`src/rtl/sfr_access_arbiter.sv`:
```
// Two-requester (CPU / debug) arbiter for a single-ported SFR bank: IDLE -> ACCESS -> RESP.
// Define SFR_ARB_ROUND_ROBIN_EN for round-robin on simultaneous requests; default is fixed priority (CPU wins).
module sfr_access_arbiter #(
    parameter int SFR_WIDTH      = 32,
    parameter int SFR_ADDR_WIDTH = 8
) (
    input  logic                        sys_clk,
    input  logic                        sys_rst_n,
    input  logic                        sys_clk_en,
    input  logic [1:0]                  req,
    input  logic [1:0]                  req_wen,
    input  logic [2*SFR_ADDR_WIDTH-1:0] req_addr,
    input  logic [2*SFR_WIDTH-1:0]      req_wdata,
    output logic [1:0]                  gnt,
    output logic [1:0]                  rvalid,
    output logic [SFR_WIDTH-1:0]        rdata,
    output logic                        sfr_wen,
    output logic [SFR_ADDR_WIDTH-1:0]   sfr_addr,
    output logic [SFR_WIDTH-1:0]        sfr_din,
    input  logic [SFR_WIDTH-1:0]        sfr_dout,
    output logic [1:0]                  state_dbg
);

    // Handshake: a requester holds req/wen/addr/wdata stable until its gnt pulse;
    // the access completes with a one-cycle rvalid pulse two enabled cycles after acceptance.
    typedef enum logic [1:0] {IDLE = 2'd0, ACCESS = 2'd1, RESP = 2'd2} state_t;

    state_t                      state, state_next;
    logic                        win_q, wen_q, win_next;
    logic [SFR_ADDR_WIDTH-1:0]   addr_q;
    logic [SFR_WIDTH-1:0]        wdata_q, rdata_q;
    logic                        accept;

    assign accept    = sys_clk_en && (state == IDLE) && (req != 2'b00);
    assign state_dbg = state;

`ifdef SFR_ARB_ROUND_ROBIN_EN
    logic last_q;

    // On a tie the requester that did not win last time goes next.
    always_comb begin
        win_next = req[1];
        if (req == 2'b11) win_next = ~last_q;
    end

    always_ff @(posedge sys_clk or negedge sys_rst_n) begin
        if (!sys_rst_n)  last_q <= 1'b1;
        else if (accept) last_q <= win_next;
    end
`else
    always_comb win_next = ~req[0];
`endif

    always_ff @(posedge sys_clk or negedge sys_rst_n) begin
        if (!sys_rst_n)      state <= IDLE;
        else if (sys_clk_en) state <= state_next;
    end

    always_ff @(posedge sys_clk or negedge sys_rst_n) begin
        if (!sys_rst_n) begin
            win_q   <= 1'b0;
            wen_q   <= 1'b0;
            addr_q  <= '0;
            wdata_q <= '0;
        end else if (accept) begin
            win_q   <= win_next;
            wen_q   <= win_next ? req_wen[1] : req_wen[0];
            addr_q  <= win_next ? req_addr[2*SFR_ADDR_WIDTH-1:SFR_ADDR_WIDTH]
                                : req_addr[SFR_ADDR_WIDTH-1:0];
            wdata_q <= win_next ? req_wdata[2*SFR_WIDTH-1:SFR_WIDTH]
                                : req_wdata[SFR_WIDTH-1:0];
        end
    end

    // Writes report zero read data, so store zero rather than whatever the SFR drives.
    always_ff @(posedge sys_clk or negedge sys_rst_n) begin
        if (!sys_rst_n)
            rdata_q <= '0;
        else if (sys_clk_en && state == ACCESS)
            rdata_q <= wen_q ? '0 : sfr_dout;
    end

    always_comb begin
        state_next = state;
        case (state)
            IDLE:    if (req != 2'b00) state_next = ACCESS;
            ACCESS:  state_next = RESP;
            RESP:    state_next = IDLE;
            default: state_next = IDLE;
        endcase
    end

    always_comb begin
        gnt      = 2'b00;
        rvalid   = 2'b00;
        rdata    = '0;
        sfr_wen  = 1'b0;
        sfr_addr = '0;
        sfr_din  = '0;
        if (state == ACCESS) begin
            gnt      = win_q ? 2'b10 : 2'b01;
            sfr_wen  = wen_q & sys_clk_en;
            sfr_addr = addr_q;
            sfr_din  = wdata_q;
        end else if (state == RESP) begin
            rvalid = win_q ? 2'b10 : 2'b01;
            rdata  = rdata_q;
        end
    end

endmodule
```
`config.mk`:
```
export PLATFORM = sky130hd
export DESIGN_NAME = sfr_access_arbiter
export DESIGN_NICKNAME = d
export VERILOG_FILES = /design/src/rtl/sfr_access_arbiter.sv
export SDC_FILE = /design/constraint.sdc
export NUM_CORES = 1
export LEC_CHECK = 0
export BUFFER_PORTS_ARGS = -buffer_cell sky130_fd_sc_hd__buf_2
export CORE_ASPECT_RATIO = 1.25
export CORE_UTILIZATION = 40
export CTS_BUF_LIST = sky130_fd_sc_hd__clkbuf_4 sky130_fd_sc_hd__clkbuf_8
export DETAILED_ROUTE_END_ITERATION = 6
export PLACE_DENSITY = 0.77
export SLEW_MARGIN = 20
export SYNTH_ARGS = -nofsm -noshare
export SYNTH_HDL_FRONTEND = slang
export SYNTH_SLANG_ARGS = --single-unit
```
`constraint.sdc`:
```
create_clock -name sys_clk -period 2.35 [get_ports sys_clk]
set_clock_uncertainty 0.1 [all_clocks]
set_input_delay 0.235 -clock sys_clk [delete_from_list [all_inputs] [get_ports sys_clk]]
set_output_delay 0.235 -clock sys_clk [all_outputs]
set_load 0.05 [all_outputs]
```
* Word level (Yosys, flattened, before mapping)
Index checks and enable logic that the tools add are counted.
** Word-level totals
- Bits in registers :: 76
- Bits in latches :: 0
- Memory bits (writable) :: 0
- ROM bits :: 0
- Bits of input ports :: 119
- Output and inout port bits :: 79
- Word-level logic and storage cells :: 32
- Memories :: 0
** Cells by class
- $add $sub $neg :: 0
- Multiply operators :: 0
- Div/mod/pow operators :: 0
- $lt $le $gt $ge :: 0
- Eq/ne operators :: 3
- Shift-type cells :: 0
- Multiplexer cells :: 15
- Bitwise operators :: 2
- Reductions and logical operators :: 6
** Operator list (number)
- 2-to-1 mux 32 bit :: 5
- 2-to-1 mux 8 bit :: 2
- 2-to-1 mux 2 bit :: 5
- one-hot mux 2 bit (2 select lines) :: 1
- logical AND 1 bit :: 3
- equality test 2 x 1 -> 1 bit, second input constant :: 1
- equality test 2 bit, second input constant :: 1
- zero test 2 bit :: 1
- 2-to-1 mux 1 bit :: 2
- != test 2 x 1 -> 1 bit, second input constant :: 1
- AND reduction 2 bit :: 1
- nonzero test 2 bit :: 1
- bitwise AND 1 bit :: 1
- inverter 1 bit :: 1

* Longest topological paths before layout
Gate-level depths: netlist (run 1).
- Depth after elaboration :: 3
- Depth in mapped cells :: 6
- Gate-level depth less buffers :: 3

* Worst setup path before layout (run 1)
OpenSTA, ideal clock, no wires.
- Kind :: register to output
- Start point :: reg state[1], in the netlist state_dbg[1]
- End point :: out rvalid[0]
- Data arrival time :: 1969 ps
- Data required time :: 2015 ps
- Path slack :: 46 ps
- Cell stages (with the launch flop) :: 3
- Path buffers :: 0
- Path through :: dfrtp_1 > inv_1 > nor3_1
** On the way
- Longest elaborated chain between the ends :: 3
- Elaborated cells on any way between the ends :: 4
- Classes of those cells :: eq/ne: 2; mux: 2
** Ends and longest elaborated chain
- start: declaration :: RTL line 28 : state_t state, state_next;
- start signal: assignment :: RTL line 56 : else if (sys_clk_en) state <= state_next;
- equality test 2 bit :: RTL line 105 : end else if (state == RESP) begin
- 2-to-1 mux 2 bit :: RTL line 105
- 2-to-1 mux 2 bit * :: RTL line 100 : if (state == ACCESS) begin
- end: declaration :: RTL line 15 : output logic [1:0] rvalid,
Every way passes the cells marked *; elsewhere a longest branch is shown, timed or not.

* Worst setup path in the final report (run 1)
- Start point :: reg state[0], in the netlist state_dbg[0]
- End point :: out gnt[0]
** On the way
- Longest elaborated chain between the ends :: 2
** Ends and longest elaborated chain
- equality test 2 x 1 -> 1 bit :: RTL line 100
- 2-to-1 mux 2 bit :: RTL line 100
- end: declaration :: RTL line 14 : output logic [1:0] gnt,
No other way between the ends.

==> results.cfg, run 1 <==
[synthesis]
ys_seq_elements = 76
yosysSeqAreaShare_pct = 46.83
syn-num-nets = 488
synth_cells = 369
yosys_warnings = 0
synth_area_leaders = dfrtp_1 (47%), mux2_2 (21%), and2_1 (11%), nand2b_1 (4.9%), o21ai_0 (4.1%)
syn_area_per_cell_um2 = 11.01
synth_cell_types = 21
yosysTopAreaCellShare_pct = 46.83
yosysTopAreaCell = dfrtp_1
netlist_area_mm2 = 0.004061

[setup_path]
arrival_ns = 1.78
reg2reg_depth = 3
cp_slowest_stage_delay_ns = 0.52
crit_chain = nor2b_2, buf_4, and2_1, buf_2
crit_cells = 4
worst-path-max-fanout = 26
slowest_stage = dfrtp_1
crit_type = flop to output pin
worstSetupEndpointType = output pin
critPathLaunchType = flop
critPathRequiredTime_ns = 2.02
cpLargestDelayFamily = flip-flops
crit_buf_inv = 2

[power]
p_per_area_mw_per_mm2 = 1099
p_leak_nw = 2.752
swShare_pct = 41.34
combPwrFrac_pct = 45.9
power_frac_clock_pct = 17.2
ir_drop_v = 0.0005751
netSwitchingPower_w = 0.002428
p_seq_share_pct = 36.9
internal_power_w = 0.003445

[clock_network]
insertion_delay_ns = 0.34
cts.path.max_buffers = 2
clkTransAtPathRegs_ns = 0.08
clock-sinks = 76
root_buffer = clkbuf_8
cts-buffers-inserted = 9
cts_tree = done
cts_max_level = 3

[run_status]
status = finished clean

[detailed_routing]
drt_pre_antenna_iters = 4
antenna_left = 0
drtIter0Drc = 69
wirelength_um = 8992
num_vias = 3274
drcViolationCount = 0
wl_per_cell_um = 13.01
viasPerCell = 4.738

[finish]
nNetsFinal = 679
drive_above_1_share_pct = 54.16
final_util_pct = 54.78
final_cells = 691
antenna_cells = 0
syn_to_final_growth_pct = 31.64

[hold_path]
whs_path_depth = 3
worstHoldPathType = input pin to flop

[global_routing]
grt_pass1_vias = 3204
antenna_found_initial = 0
grt_max_degree = 77
grt_pass1_wl_um = 14700
grt_remaining_overflow = 0
grtUsageTotal_pct = 17.90

[timing]
timing_hold_violations_final = 0
setup_viol = 0
period_needed_ns = 2.113
fin_crit_sh_pct = 89.93
slew_viol_final = 0
setup_tns_ns = 0
worst_slew_pin_slew_ns = 0.9344
fmax_mhz = 473.2
rsz0062_at_grt = false
relSlewSlack_pct = 37.71

[die]
rows = 40
die_w_um = 92.13
die_height_um = 114.7
initial_utilization_pct = 41.62
core_area_mm2 = 0.009759
pin_count = 198
dieArea_mm2 = 0.01056

[placed_design]
gp_congestion = 0.6904
dp.cells = 673
io_buffers = 197
dp_hpwl_um = 6661

[job]
max_cap_viol_count = 0
## per-layer routing
| metal | part of all wire (%) | up-vias | global-route usage, % |
|---|---|---|---|
| met5 | 0 | - | 0 |
| met4 | 2.1 | 0 | 8.646 |
| met3 | 6.4 | 14 | 3.918 |
| met2 | 51 | 128 | 31.59 |
| met1 | 40 | 1529 | 20.49 |
| li1 | - | 1603 | - |
## kinds of logic (layout without fill, tap and decap cells)
group | count (synthesis) | count (layout) | synth area share, %
and+or+nand+nor | 146 | 146 | 20.92
DFF | 76 | 76 | 46.83
muxes | 83 | 83 | 23.72
AOI/OAI and AO/OA | 34 | 34 | 4.251
buffers and inverters | 30 | 226 | 4.282
## synth_stat cells, drive strengths merged
master,number
dfrtp,76
nor4,1
buf,8
o21ai,33
mux2i,1
nand2b,32
nand3b,1
and3,1
mux2,82
clkbuf,19
nor2,2
nor2b,1
nand2,32
and2,74
inv,3
a21o,1
nor3,2
## repair_timing
item / CTS / global route
resized for setup: 0 / 0
setup endpoints to repair: 0 / 0
hold buffers: 2 / 0
hold endpoints to repair: 77 / 0
setup buffers: 0 / 0
## cell usage in the layout, fill, tap and decap left out, types with 2 or more instances in the layout
| master | netlist | layout |
|---|---|---|
| and2_1 | 74 | 74 |
| buf_2 | 3 | 196 |
| buf_4 | 0 | 8 |
| clkbuf_8 | 2 | 11 |
| clkinv_2 | 0 | 2 |
| dfrtp_1 | 76 | 76 |
| dlygate4sd3_1 | 0 | 2 |
| inv_1 | 3 | 3 |
| mux2_2 | 74 | 74 |
| mux2_4 | 8 | 8 |
| nand2_1 | 32 | 32 |
| nand2b_1 | 32 | 32 |
| nor3_1 | 2 | 2 |
| o21ai_0 | 33 | 33 |
## cell type report
| type | count | area (µm²) |
|---|---|---|
| inverter | 3 | 11.26 |
| clock buffer | 12 | 158.9 |
| multi-input combinational | 263 | 1988 |
| sequential | 76 | 1902 |
| tap | 126 | 157.7 |
| timing repair buffer | 207 | 1081 |
| clock inverter | 4 | 47.55 |
| fill | 889 | 4413 |
## worst paths after layout
path,start,to,slack (ns)
worst max-delay path,state_dbg[0],gnt[0],0.24
worst min-delay path,sfr_dout[9],rdata_q[9],0.04
worst max register to register,state_dbg[0],wen_q,0.62
worst min register to register,rdata_q[9],rdata_q[9],0.38
max in group asynchronous,sys_rst_n,wdata_q[5],1.07
min in group asynchronous,sys_rst_n,rdata_q[10],0.48
## power by group through the flow
stage          clock network (W)  logic (W)  registers [W]
3_5_place_dp                   0    0.00274        0.00219
6_report                 0.00101    0.00270        0.00217
2_1_floorplan                  0    0.00214        0.00212
3_3_place_gp                   0    0.00267        0.00217
5_1_grt                  0.00110    0.00292        0.00224
4_1_cts                  0.00106    0.00274        0.00217
## worst reg2reg max path, delay by kind of cell (launching register included)
family | cells | cell delay, ns
flops | 1 | 0.49
mux | 1 | 0.41
simple gates | 1 | 0.34
buf+inv | 1 | 0.29
## through the flow
stage	setup WS, ns	power (W)	hold WS (ns)	area (µm²)
2_1_floorplan	0.04629	0.004260	-0.1606	4061
3_3_place_gp	0.6223	0.004837	0.3296	5120
3_5_place_dp	0.5754	0.004923	0.3406	5120
4_1_cts	0.1787	0.005968	0.007187	5346
5_1_grt	0.09272	0.006265	0.02943	5346
6_report	0.2366	0.005873	0.03506	5346
## sequential cells by signal (all words and copies together), names as in the netlist
name,cells
wdata_q,32
rdata_q,32
addr_q,8
wen_q,1
state_dbg,2
win_q,1
Power figures use the tool's default switching activity.
==> run 2, diff against run 1 <==
==> constraint.sdc (replaced) <==
create_clock -name sys_clk -period 2.35 [get_ports sys_clk]
set_clock_uncertainty 0.1 [all_clocks]
set_input_delay 0.1175 -clock sys_clk [delete_from_list [all_inputs] [get_ports sys_clk]]
set_output_delay 0.1175 -clock sys_clk [all_outputs]
set_load 0.05 [all_outputs]
==> run 2 against run 1 <==
Non-clock buffer count increased by 31. Global-route usage increased by 1.6 points. First-iteration DRC count grew 41%. Cell area increased by 6.2%. Maximum frequency increased by 5.4%. Combinational power about the same. Register-to-register slack is essentially flat. Critical endpoint is now rdata[1]. Highest routed layer unchanged.
==> results.cfg, run 2 (synthesized netlist as in run 1, its figures left out) <==
[clock_network]
cts.path.max_buffers = 2
cts_max_level = 3
cts_tree = done
clkTransAtPathRegs_ns = 0.07
insertion_delay_ns = 0.34
cts-buffers-inserted = 9
root_buffer = clkbuf_8
ctsResizeCount = 0
clock-sinks = 76

[detailed_routing]
num_vias = 3407
viasPerCell = 4.719
drt_pre_antenna_iters = 4
drtIter0Drc = 97
antenna_left = 0
wirelength_um = 9832
wl_per_cell_um = 13.62
drcViolationCount = 0

[setup_path]
crit_start = state_dbg[1]
crit_type = flop to output pin
arrival_ns = 1.79
worst-path-max-fanout = 32
r2r-start = state_dbg[0]
critPathRequiredTime_ns = 2.13
regToRegSetupSlack_ns = 0.63
endpoint = rdata[1]
r2r-end = wen_q
reg2reg_depth = 3
worstSetupEndpointType = output pin
critPathLaunchType = flop

[placed_design]
gp_congestion = 0.7161
dpl_cell_area_mm2 = 0.005125
io_buffers = 197
dp_hpwl_um = 6737

[die]
dieArea_mm2 = 0.01056
pin_count = 198
die_w_um = 92.13
initial_utilization_pct = 41.62
rows = 40
die_height_um = 114.7
core_area_mm2 = 0.009759

[global_routing]
grt_pass1_vias = 3493
grt_remaining_overflow = 0
grt_pass1_wl_um = 15970
grtUsageTotal_pct = 19.46
antenna_found_initial = 0
grt_max_degree = 77

[finish]
antenna_cells = 0
syn_to_final_growth_pct = 39.77
final_cell_area_mm2 = 0.005677
final_common_cell = buf_2
nNetsFinal = 710
fill_cells = 858
top_regs = rdata_q (32), wdata_q (32), addr_q (8)
drive_above_1_share_pct = 51.17
mostFrequentLayoutCells = buf_2 (196), dfrtp_1 (76), and2_1 (74), mux2_2 (74), dlygate4sd3_1 (34)

[power]
swShare_pct = 41.09
combPwrFrac_pct = 45.5
power_frac_clock_pct = 17.5
p_leak_nw = 2.891
internal_power_w = 0.003522
p_per_area_mw_per_mm2 = 1053
p_seq_share_pct = 36.9
ir_drop_v = 0.0005003
netSwitchingPower_w = 0.002457

[timing]
setup_viol = 0
period_needed_ns = 2.005
relSlewSlack_pct = 37.66
slew_viol_final = 0
timing_hold_violations_final = 0
fmax_mhz = 498.7
rsz0062_at_grt = false
setup_tns_ns = 0
fin_crit_sh_pct = 85.33
worst_slew_pin_slew_ns = 0.9351

[run_status]
status = finished clean

[job]
max_cap_viol_count = 0

[hold_path]
worstHoldPathType = input pin to flop
## run 2: worst min path at each step
stage | start | endpoint | slack (ns) | cells past startpoint
5_1_grt | req_addr[12] | addr_q[4] | 0.02 | 3
3_3_place_gp | sys_rst_n | rdata_q[7] | 0.22 | 1
6_report | req_wdata[28] | wdata_q[28] | 0.03 | 3
4_1_cts | req_wdata[28] | wdata_q[28] | 0.01 | 3
2_1_floorplan | sys_rst_n | addr_q[0] | -0.28 | 0
3_5_place_dp | sys_rst_n | rdata_q[7] | 0.23 | 1
## run 2: critical path: stages (launching register included)
cell and delay [ns]:
dfrtp_1 0.46, inv_1 0.13, nor2_1 0.12, buf_4 0.28, and2_1 0.19, buf_2 0.26
## run 2: power by group through the flow
| stage | Sequential [W] | Clock [W] | Combinational (W) |
|---|---|---|---|
| 3_3_place_gp | 0.00219 | 0 | 0.00263 |
| 6_report | 0.00221 | 0.00105 | 0.00272 |
| 4_1_cts | 0.00221 | 0.00108 | 0.00275 |
| 2_1_floorplan | 0.00212 | 0 | 0.00214 |
| 5_1_grt | 0.00229 | 0.00114 | 0.00292 |
| 3_5_place_dp | 0.00223 | 0 | 0.00270 |
## run 2: per-stage QoR
step                power (W)  setup WS, ns  util (%)  std cells  hold WS (ns)
floorplan            0.004260        0.1638         -        369       -0.2781
global placement     0.004824        0.6824     52.51        672        0.2179
detailed placement   0.004930        0.6267     52.51        672        0.2274
CTS                  0.006033        0.3217     58.17        722       0.01420
global route         0.006353        0.1996     58.17        722       0.02329
finish               0.005979        0.3446     58.17        722       0.02894
## run 2: metal layers
metal / GRT usage [%] / part of all wire, % / up-vias
met3: 4.582 / 6.6 / 12
met1: 21.52 / 40 / 1608
met4: 7.708 / 1.7 / 0
li1: - / - / 1660
met2: 35.77 / 52 / 127
met5: 0 / 0 / -
## run 2: repair_timing
| action | CTS | global route |
|---|---|---|
| hold endpoints to repair | 109 | 0 |
| hold buffers | 34 | 0 |
| buffers inserted | 0 | 0 |
## run 2: final cells by class
class / count / area, µm² / share of cell area [%]
Multi-Input combinational cell: 263 / 1988 / 35.02
Sequential cell: 76 / 1902 / 33.50
Timing Repair Buffer: 238 / 1406 / 24.77
Clock buffer: 15 / 181.4 / 3.196
Tap cell: 126 / 157.7 / 2.777
Clock inverter: 1 / 30.03 / 0.5290
Inverter: 3 / 11.26 / 0.1984
